`src/rtl/controle_ula.sv`:
```
`timescale 1ns/1ps
`default_nettype none
// ============================================================================
// Module   : controle_ula
// Purpose  : Sequencer for the 4-bit ULA datapath. Accepts one command per
//            start/done handshake and drives the regX/regY control codes and
//            the ULA operation select. It also runs a multi-cycle multiply by
//            repeated addition, using an internal down-counter.
// Revision : 1.0 - initial release
// ============================================================================
module controle_ula #(
  parameter int LARGURA_CNT = 4
) (
  input  logic                   clock,
  input  logic                   reset,
  input  logic                   inicio,
  input  logic [2:0]             opcode,
  input  logic [LARGURA_CNT-1:0] vezes,
  output logic [1:0]             controleX,
  output logic [1:0]             controleY,
  output logic [1:0]             selULA,
  output logic                   ocupado,
  output logic                   pronto
);

  // Sequencer states
  localparam logic [1:0] OCIOSO  = 2'd0;
  localparam logic [1:0] LIMPA   = 2'd1;
  localparam logic [1:0] EXECUTA = 2'd2;
  localparam logic [1:0] FIM     = 2'd3;

  // Register control codes
  localparam logic [1:0] C_CLEAR = 2'd0;
  localparam logic [1:0] C_LOAD  = 2'd1;
  localparam logic [1:0] C_HOLD  = 2'd2;
  localparam logic [1:0] C_SHIFT = 2'd3;

  // ULA operation selects
  localparam logic [1:0] ULA_ADD = 2'b00;
  localparam logic [1:0] ULA_SUB = 2'b01;
  localparam logic [1:0] ULA_AND = 2'b10;
  localparam logic [1:0] ULA_OR  = 2'b11;

  // Opcodes
  localparam logic [2:0] OP_LIMPA_Y   = 3'b000;
  localparam logic [2:0] OP_CARREGA_X = 3'b001;
  localparam logic [2:0] OP_SOMA      = 3'b010;
  localparam logic [2:0] OP_SUB       = 3'b011;
  localparam logic [2:0] OP_E         = 3'b100;
  localparam logic [2:0] OP_OU        = 3'b101;
  localparam logic [2:0] OP_DESLOCA   = 3'b110;
  localparam logic [2:0] OP_MULT      = 3'b111;

  localparam logic [LARGURA_CNT-1:0] CNT_ZERO = '0;
  localparam logic [LARGURA_CNT-1:0] CNT_UM   = LARGURA_CNT'(1);

  logic [1:0]             r_estado;
  logic [2:0]             r_opcode;
  logic [LARGURA_CNT-1:0] r_vezes;
  logic [LARGURA_CNT-1:0] r_cnt;
  logic [1:0]             w_prox;

  // Next-state decode; MULT leaves EXECUTA when the last LOAD is issued
  always_comb begin
    w_prox = r_estado;
    case (r_estado)
      OCIOSO: begin
        if (inicio) begin
          w_prox = (opcode == OP_MULT) ? LIMPA : EXECUTA;
        end
      end
      LIMPA: begin
        w_prox = (r_vezes == CNT_ZERO) ? FIM : EXECUTA;
      end
      EXECUTA: begin
        if (r_opcode != OP_MULT) begin
          w_prox = FIM;
        end else if (r_cnt <= CNT_UM) begin
          // Also exits on zero so the loop can never run away
          w_prox = FIM;
        end
      end
      default: begin
        w_prox = OCIOSO;
      end
    endcase
  end

  // State, command latch and repetition counter
  always_ff @(posedge clock) begin
    if (reset) begin
      r_estado <= OCIOSO;
      r_opcode <= 3'b000;
      r_vezes  <= CNT_ZERO;
      r_cnt    <= CNT_ZERO;
    end else begin
      r_estado <= w_prox;
      if ((r_estado == OCIOSO) && inicio) begin
        r_opcode <= opcode;
        r_vezes  <= vezes;
      end
      if (r_estado == LIMPA) begin
        r_cnt <= r_vezes;
      end else if ((r_estado == EXECUTA) && (r_opcode == OP_MULT) &&
                   (r_cnt != CNT_ZERO)) begin
        r_cnt <= r_cnt - CNT_UM;
      end
    end
  end

  // Moore output decode from state and latched opcode only
  always_comb begin
    controleX = C_HOLD;
    controleY = C_HOLD;
    selULA    = ULA_ADD;
    ocupado   = 1'b0;
    pronto    = 1'b0;
    case (r_estado)
      LIMPA: begin
        ocupado   = 1'b1;
        controleY = C_CLEAR;
      end
      EXECUTA: begin
        ocupado = 1'b1;
        case (r_opcode)
          OP_LIMPA_Y:   controleY = C_CLEAR;
          OP_CARREGA_X: controleX = C_LOAD;
          OP_SOMA: begin
            controleY = C_LOAD;
            selULA    = ULA_ADD;
          end
          OP_SUB: begin
            controleY = C_LOAD;
            selULA    = ULA_SUB;
          end
          OP_E: begin
            controleY = C_LOAD;
            selULA    = ULA_AND;
          end
          OP_OU: begin
            controleY = C_LOAD;
            selULA    = ULA_OR;
          end
          OP_DESLOCA:   controleY = C_SHIFT;
          default: begin
            // MULT: accumulate X into Y once per cycle
            controleY = C_LOAD;
            selULA    = ULA_ADD;
          end
        endcase
      end
      FIM: begin
        pronto = 1'b1;
      end
      default: begin
        ocupado = 1'b0;
      end
    endcase
  end

endmodule
`default_nettype wire

```
`config.mk`:
```
export PLATFORM = sky130hd
export DESIGN_NAME = controle_ula
export DESIGN_NICKNAME = d
export VERILOG_FILES = /design/src/rtl/controle_ula.sv
export SDC_FILE = /design/constraint.sdc
export NUM_CORES = 1
export LEC_CHECK = 0
export BUFFER_PORTS_ARGS = -buffer_cell sky130_fd_sc_hd__clkbuf_2
export CAP_MARGIN = 5
export CORE_MARGIN = 2
export CORE_UTILIZATION = 56
export DETAILED_ROUTE_END_ITERATION = 10
export PLACE_DENSITY = 0.92
export SLEW_MARGIN = 20
export SYNTH_ARGS = -nofsm -noshare
export SYNTH_HDL_FRONTEND = slang
export SYNTH_SLANG_ARGS = --single-unit
```
`constraint.sdc`:
```
create_clock -name clock -period 4.7 [get_ports clock]
set_clock_uncertainty 0.2 [all_clocks]
set_input_delay 0.235 -clock clock [delete_from_list [all_inputs] [get_ports clock]]
set_output_delay 0.235 -clock clock [all_outputs]
set_load 0.02 [all_outputs]
```
==> reports/results.tsv, run 1 <==
metric	value	unit
CTS tree	yes	
layout cells sized above 1	22.3	%
Via density	5.87	
grt ovf	0	
total track usage	21.4	%
final WL	1.86	mm
root buf cell	clkbuf_4	
Worst Path Arrival	1.54	ns
std cell rows	14	
MaxCap Viol Count	0	
number of global-route vias before repair	716	
Skew-Pair Late Insertion Delay	0.26	ns
starting density of the core	58.3	%
Net Count, Synth	120	
Final ANT Viol Nets	0	
Slew @ Worst Pin	0.384	ns
Power Dens Cells	482	mW/mm^2
Clock Pin Slew Worst Setup and Hold Paths	0.07	ns
Clock Path Buffers	2	
Post-CTS Resized	0	
Post CTS Setup Buffer Count	0	
Die H	43.2	microns
peak supply drop	0.000273	V
initial antenna violation count	0	
Synth Instances	103	
io pins	18	
Fin Setup TNS	0	ns
layout overhead on the synthesized area	13.6	%
kind of critical path	flop to output port	
Layout Nets	139	
Crit path required time	4.26	ns
CP startpoint kind	flop	
critical path endpoint category	output port	
via count	804	
largest net degree at the start of global routing	18	
Max Fclk	507	MHz
GP Congestion	0.791	
DRT iter0 DRCs	19	
DP Wirelength	1.40	mm
Pins Over Slew Limit	0	
CTS sink cnt	13	
syn_area_per_cell	8.33	sq um
die area	0.00186	sq mm
H-tree levels	1	
wire per inst	13.6	microns
relative slew slack	74.2	%
Pleak	0.000414	uW
Ys Warns	0	
number of I/O port buffers	17	
Netlist cell types	33	
synthesized cell area	858	sq um
CP Max Fanout	6	
status	completed	
Tcrit/Tclk final	42.0	%
hold bufs inserted after CTS	4	
minimum clock period	1.97	ns
Final Util	66.2	%
Synth Register Bits	13	
total iterations of the first detailed-routing run	4	
Final Hold Viols	0	
Die X-Extent	43.2	microns
Core ar.	0.00147	sq mm
CTS buffer count	3	
DRC viols	0	
register area share after synthesis	30.3	%
Hold/Removal Path Class	input pin to flop	
RSZ-0062 raised after global routing	no	
global-route wire length before repair	2.99	mm
final-report setup violation count	0	
diode count	0	
cell type report:
cell class / instances / area, sq um
fill: 132 / 497
timing repair buffer: 21 / 125
clock buffer: 4 / 26.3
multi-input combinational: 77 / 520
tap: 16 / 20.0
sequential: 13 / 260
inverter: 6 / 22.5
worst max-delay path: stages (launching register included):
cell      delay (ns)
dfxtp_1         0.34
inv_1           0.11
ha_1            0.29
inv_1           0.18
o21a_1          0.20
clkbuf_2        0.15
synthesized netlist by cell type, drive strengths merged:
library cell | number | area (sq um)
dfxtp | 13 | 260
nand2 | 12 | 47.6
nand3 | 10 | 50.1
a21oi | 9 | 48.8
nor2 | 9 | 33.8
ha | 7 | 87.6
inv | 6 | 22.5
buf | 5 | 41.3
nand2b | 4 | 25.0
a211oi | 3 | 32.5
mux2i | 3 | 30.0
nor3 | 3 | 15.0
and4 | 2 | 17.5
nand4 | 2 | 18.8
o21ai | 2 | 10.0
o41ai | 2 | 25.0
xnor2 | 2 | 17.5
a211o | 1 | 8.76
and3b | 1 | 8.76
clkbuf | 1 | 3.75
clkdlybuf4s18 | 1 | 10.0
nand3b | 1 | 7.51
nor4 | 1 | 12.5
o21a | 1 | 7.51
o31ai | 1 | 7.51
or3b | 1 | 8.76
layer usage:
metal  up-vias  global-route usage, %  part of all wire, %
met5         -                      0                    0
met4         0                   12.1                  1.5
met3         4                   2.98                  5.8
met2        31                   37.3                   52
met1       372                   24.4                   40
li1        397                      -                    -
path summary, 6_finish.rpt:
kind / startpoint / to / slack [ns] / cells past startpoint
worst max-delay path: r_estado[1] / controleY[1] / 2.73 / 5
worst min-delay path: opcode[2] / r_opcode[2] / 0.03 / 3
worst min register to register: r_vezes[2] / r_vezes[2] / 0.28 / 2
worst max register to register: r_estado[0] / r_estado[1] / 2.85 / 6
report_power, final:
group          total, uW  switching [uW]  leakage (uW)  internal (uW)
sequential           174            35.9      0.000106            138
combinational        231             143      0.000293           87.7
clock               64.4            31.6     0.0000150           32.8
sequential cells by signal (all words and copies together), names as in the netlist:
signal and count:
r_cnt 4, r_vezes 4, r_estado 2, r_opcode 3
placed cells by master (no fill, tap or decap):
master / n
clkbuf_2: 17
dfxtp_1: 13
nand2_1: 11
nand3_1: 10
nor2_1: 9
a21oi_1: 8
ha_1: 7
inv_1: 6
nand2b_1: 4
dlygate4sd3_1: 4
mux2i_1: 3
nor3_1: 3
clkbuf_4: 3
xnor2_1: 2
o21ai_0: 2
and4_1: 2
a211oi_2: 2
nand3b_1: 1
or3b_1: 1
o21a_1: 1
and3b_1: 1
nand4_1: 1
o41ai_1: 1
o31ai_1: 1
nand2_2: 1
a211o_1: 1
o41ai_2: 1
nand4_2: 1
nor4_2: 1
a21oi_2: 1
a211oi_1: 1
clkbuf_1: 1
through the flow:
stage / total power (uW) / cell area, sq um / hold WS [ns] / worst slack (ns) / instances
after detailed placement: 402 / 908 / 0.263 / 2.88 / 129
after global placement: 389 / 908 / 0.243 / 3.00 / 129
after floorplan: 356 / 858 / 0.182 / 3.03 / 103
after global routing: 503 / 975 / 0.0368 / 2.63 / 137
after CTS: 471 / 975 / 0.0184 / 2.73 / 137
final: 470 / 975 / 0.0279 / 2.73 / 137
kinds of logic (layout without fill, tap and decap cells):
kind of cell | Yosys count | after routing | share of synthesized area (%)
AOI/OAI and AO/OA | 19 | 19 | 16.3
xor gates and xnor gates | 2 | 2 | 2.04
adders and majority gates | 7 | 7 | 10.2
buffers and inverters | 13 | 31 | 9.04
DFF | 13 | 13 | 30.3
muxes | 3 | 3 | 3.50
and+or+nand+nor | 46 | 46 | 28.6
Power figures use the tool's default switching activity.
==> inputs of run 2 (changes only) <==
Settings changed: CORE_UTILIZATION 56 to 52, PLACE_DENSITY 0.92 to 0.87.
Clock period 4.7 ns to 2 ns, I/O delays scaled along.
==> reports/results.tsv, run 2 (synthesis gave the netlist of run 1 again) <==
metric	value	unit	change
status	completed		unchanged
hold slack	0.0205	ns	was 0.0279 ns
Core ar.	0.00152	sq mm	was 0.00147 sq mm
grt ovf	0		unchanged
Worst path most repeated cell	inv_1		unchanged
final WL	2.12	mm	was 1.86 mm
CTS tree	yes		unchanged
Slew @ Worst Pin	0.355	ns	was 0.384 ns
GP Congestion	0.768		was 0.791
relative slew slack	76.3	%	was 74.2%
Fin Setup TNS	0	ns	unchanged
Worst path depth	5		unchanged
Post-Place Setup Slack	0.226	ns	was 2.88 ns
Pins Over Slew Limit	0		unchanged
wire per inst	14.4	microns	was 13.6 microns
Via density	5.82		was 5.87
CP startpoint kind	flop		unchanged
Slowest cell on crit path	dfxtp_1		unchanged
starting density of the core	56.3	%	was 58.3%
internal cell power	655	uW	was 259 uW
layout cells sized above 1	21.4	%	was 22.3%
Post-Layout Cell Count	147		was 137
Skew-Pair Late Insertion Delay	0.28	ns	was 0.26 ns
via count	856		was 804
layout overhead on the synthesized area	25.5	%	was 13.6%
number of I/O port buffers	17		unchanged
reg2reg path depth	5		was 6
Crit path required time	1.70	ns	was 4.26 ns
GR met2 Demand/Resource	43.8	%	was 37.3%
Comb pwr share	51.6	%	was 49.2%
most used routing layer	met2		unchanged
Final WS setup	0.109	ns	was 2.73 ns
RSZ-0062 raised after global routing	no		unchanged
Power Dens Cells	1100	mW/mm^2	was 482 mW/mm^2
die area	0.00199	sq mm	was 0.00186 sq mm
largest net degree at the start of global routing	18		unchanged
std cell rows	14		unchanged
GR Util met3	4.08	%	was 2.98%
Worst Path Arrival	1.59	ns	was 1.54 ns
Bufs and invs on worst path	3		unchanged
number of fill cells in the layout	124		was 132
initial antenna violation count	0		unchanged
Max Fclk	529	MHz	
top flop regs	r_cnt x4, r_vezes x4, r_opcode x3		unchanged
Tcrit/Tclk final	94.6	%	
DP Wirelength	1.32	mm	was 1.40 mm
Sw Share	44.6	%	was 44.9%
kind of critical path	flop to output port		unchanged
minimum clock period	1.89	ns	
total iterations of the first detailed-routing run	5		was 4
commonest non-fill, non-tap cells in the layout	clkbuf_2, dlygate4sd3_1, dfxtp_1		was clkbuf_2, dfxtp_1, nand2_1
Clk pwr share	14.1	%	was 13.7%
MaxCap Viol Count	0		unchanged
total track usage	24.6	%	was 21.4%
critical path endpoint category	output port		unchanged
root buf cell	clkbuf_4		unchanged
global-route wire length before repair	3.51	mm	was 2.99 mm
slowest cell delay on critical path	0.34	ns	about the same
Die X-Extent	44.6	microns	was 43.2 microns
final-report setup violation count	0		unchanged
io pins	18		unchanged
CP Max Fanout	6		unchanged
CTS buffer count	3		unchanged
Die H	44.6	microns	was 43.2 microns
DRC viols	0		unchanged
Hold/Removal Path Class	input pin to flop		unchanged
Clock Path Buffers	2		unchanged
hold path depth	2		was 3
diode count	0		unchanged
CP Cell Sequence	inv_1 > ha_1 > inv_1 > o21a_1 > clkbuf_2		unchanged
family with the most delay on the worst path	buffers and inverters		unchanged
CTS sink cnt	13		unchanged
met1 Use GR	28.2	%	was 24.4%
Reg power frac	34.3	%	was 37.1%
DRT iter0 DRCs	28		was 19
Net Sw Power	528	uW	was 211 uW
overall power	1180	uW	was 470 uW
Layout Nets	149		was 139
number of global-route vias before repair	821		was 716
Final Hold Viols	0		unchanged
Pleak	0.000441	uW	was 0.000414 uW
Final ANT Viol Nets	0		unchanged
peak supply drop	0.000768	V	was 0.000273 V
commonest non-fill, non-tap cell in the layout	clkbuf_2		unchanged
placed insts	129		unchanged
H-tree levels	1		unchanged
Clock Pin Slew Worst Setup and Hold Paths	0.08	ns	was 0.07 ns
-- run 2: area by class of cell --
type                    instances  area (sq um)  share of cell area, %
multi-input cells              77           523                   48.5
flip-flops and latches         13           260                   24.2
repair buffers                 31           225                   20.9
clock buffers                   4          26.3                   2.44
inverters                       6          22.5                   2.09
well taps                      16          20.0                   1.86
-- run 2: final timing paths --
path / from / to / slack, ns
worst min register to register: r_vezes[2] / r_vezes[2] / 0.27
worst min-delay path: reset / r_cnt[3] / 0.02
worst max-delay path: r_estado[1] / controleY[1] / 0.11
worst max register to register: r_estado[1] / r_opcode[1] / 0.13
-- run 2: power groups by stage --
stage / clock network (uW) / registers [uW] / logic [uW]
floorplan: 0 / 377 / 460
global placement: 0 / 402 / 513
detailed placement: 0 / 409 / 528
CTS: 165 / 403 / 581
global route: 180 / 414 / 666
finish: 167 / 406 / 611
-- run 2: metrics by stage --
| step | util (%) | cell area (sq um) |
|---|---|---|
| after floorplan | - | 858 |
| after global placement | 59.6 | 908 |
| after detailed placement | 59.6 | 908 |
| after CTS | 70.5 | 1070 |
| after global routing | 70.7 | 1080 |
| final | 70.7 | 1080 |
-- run 2: routing by layer --
metal,part of all wire [%],up-vias
met2,51,32
met5,0,-
met4,1.6,0
met3,5.9,4
li1,-,419
met1,41,401
-- run 2: repair_timing --
| item | 4_1_cts | 5_1_grt |
|---|---|---|
| hold buffers | 14 | 0 |
| endpoints found under the setup margin | 0 | 7 |
| endpoints found under the hold margin | 7 | 0 |
| setup buffers | 0 | 0 |
| resized for setup | 0 | 1 |
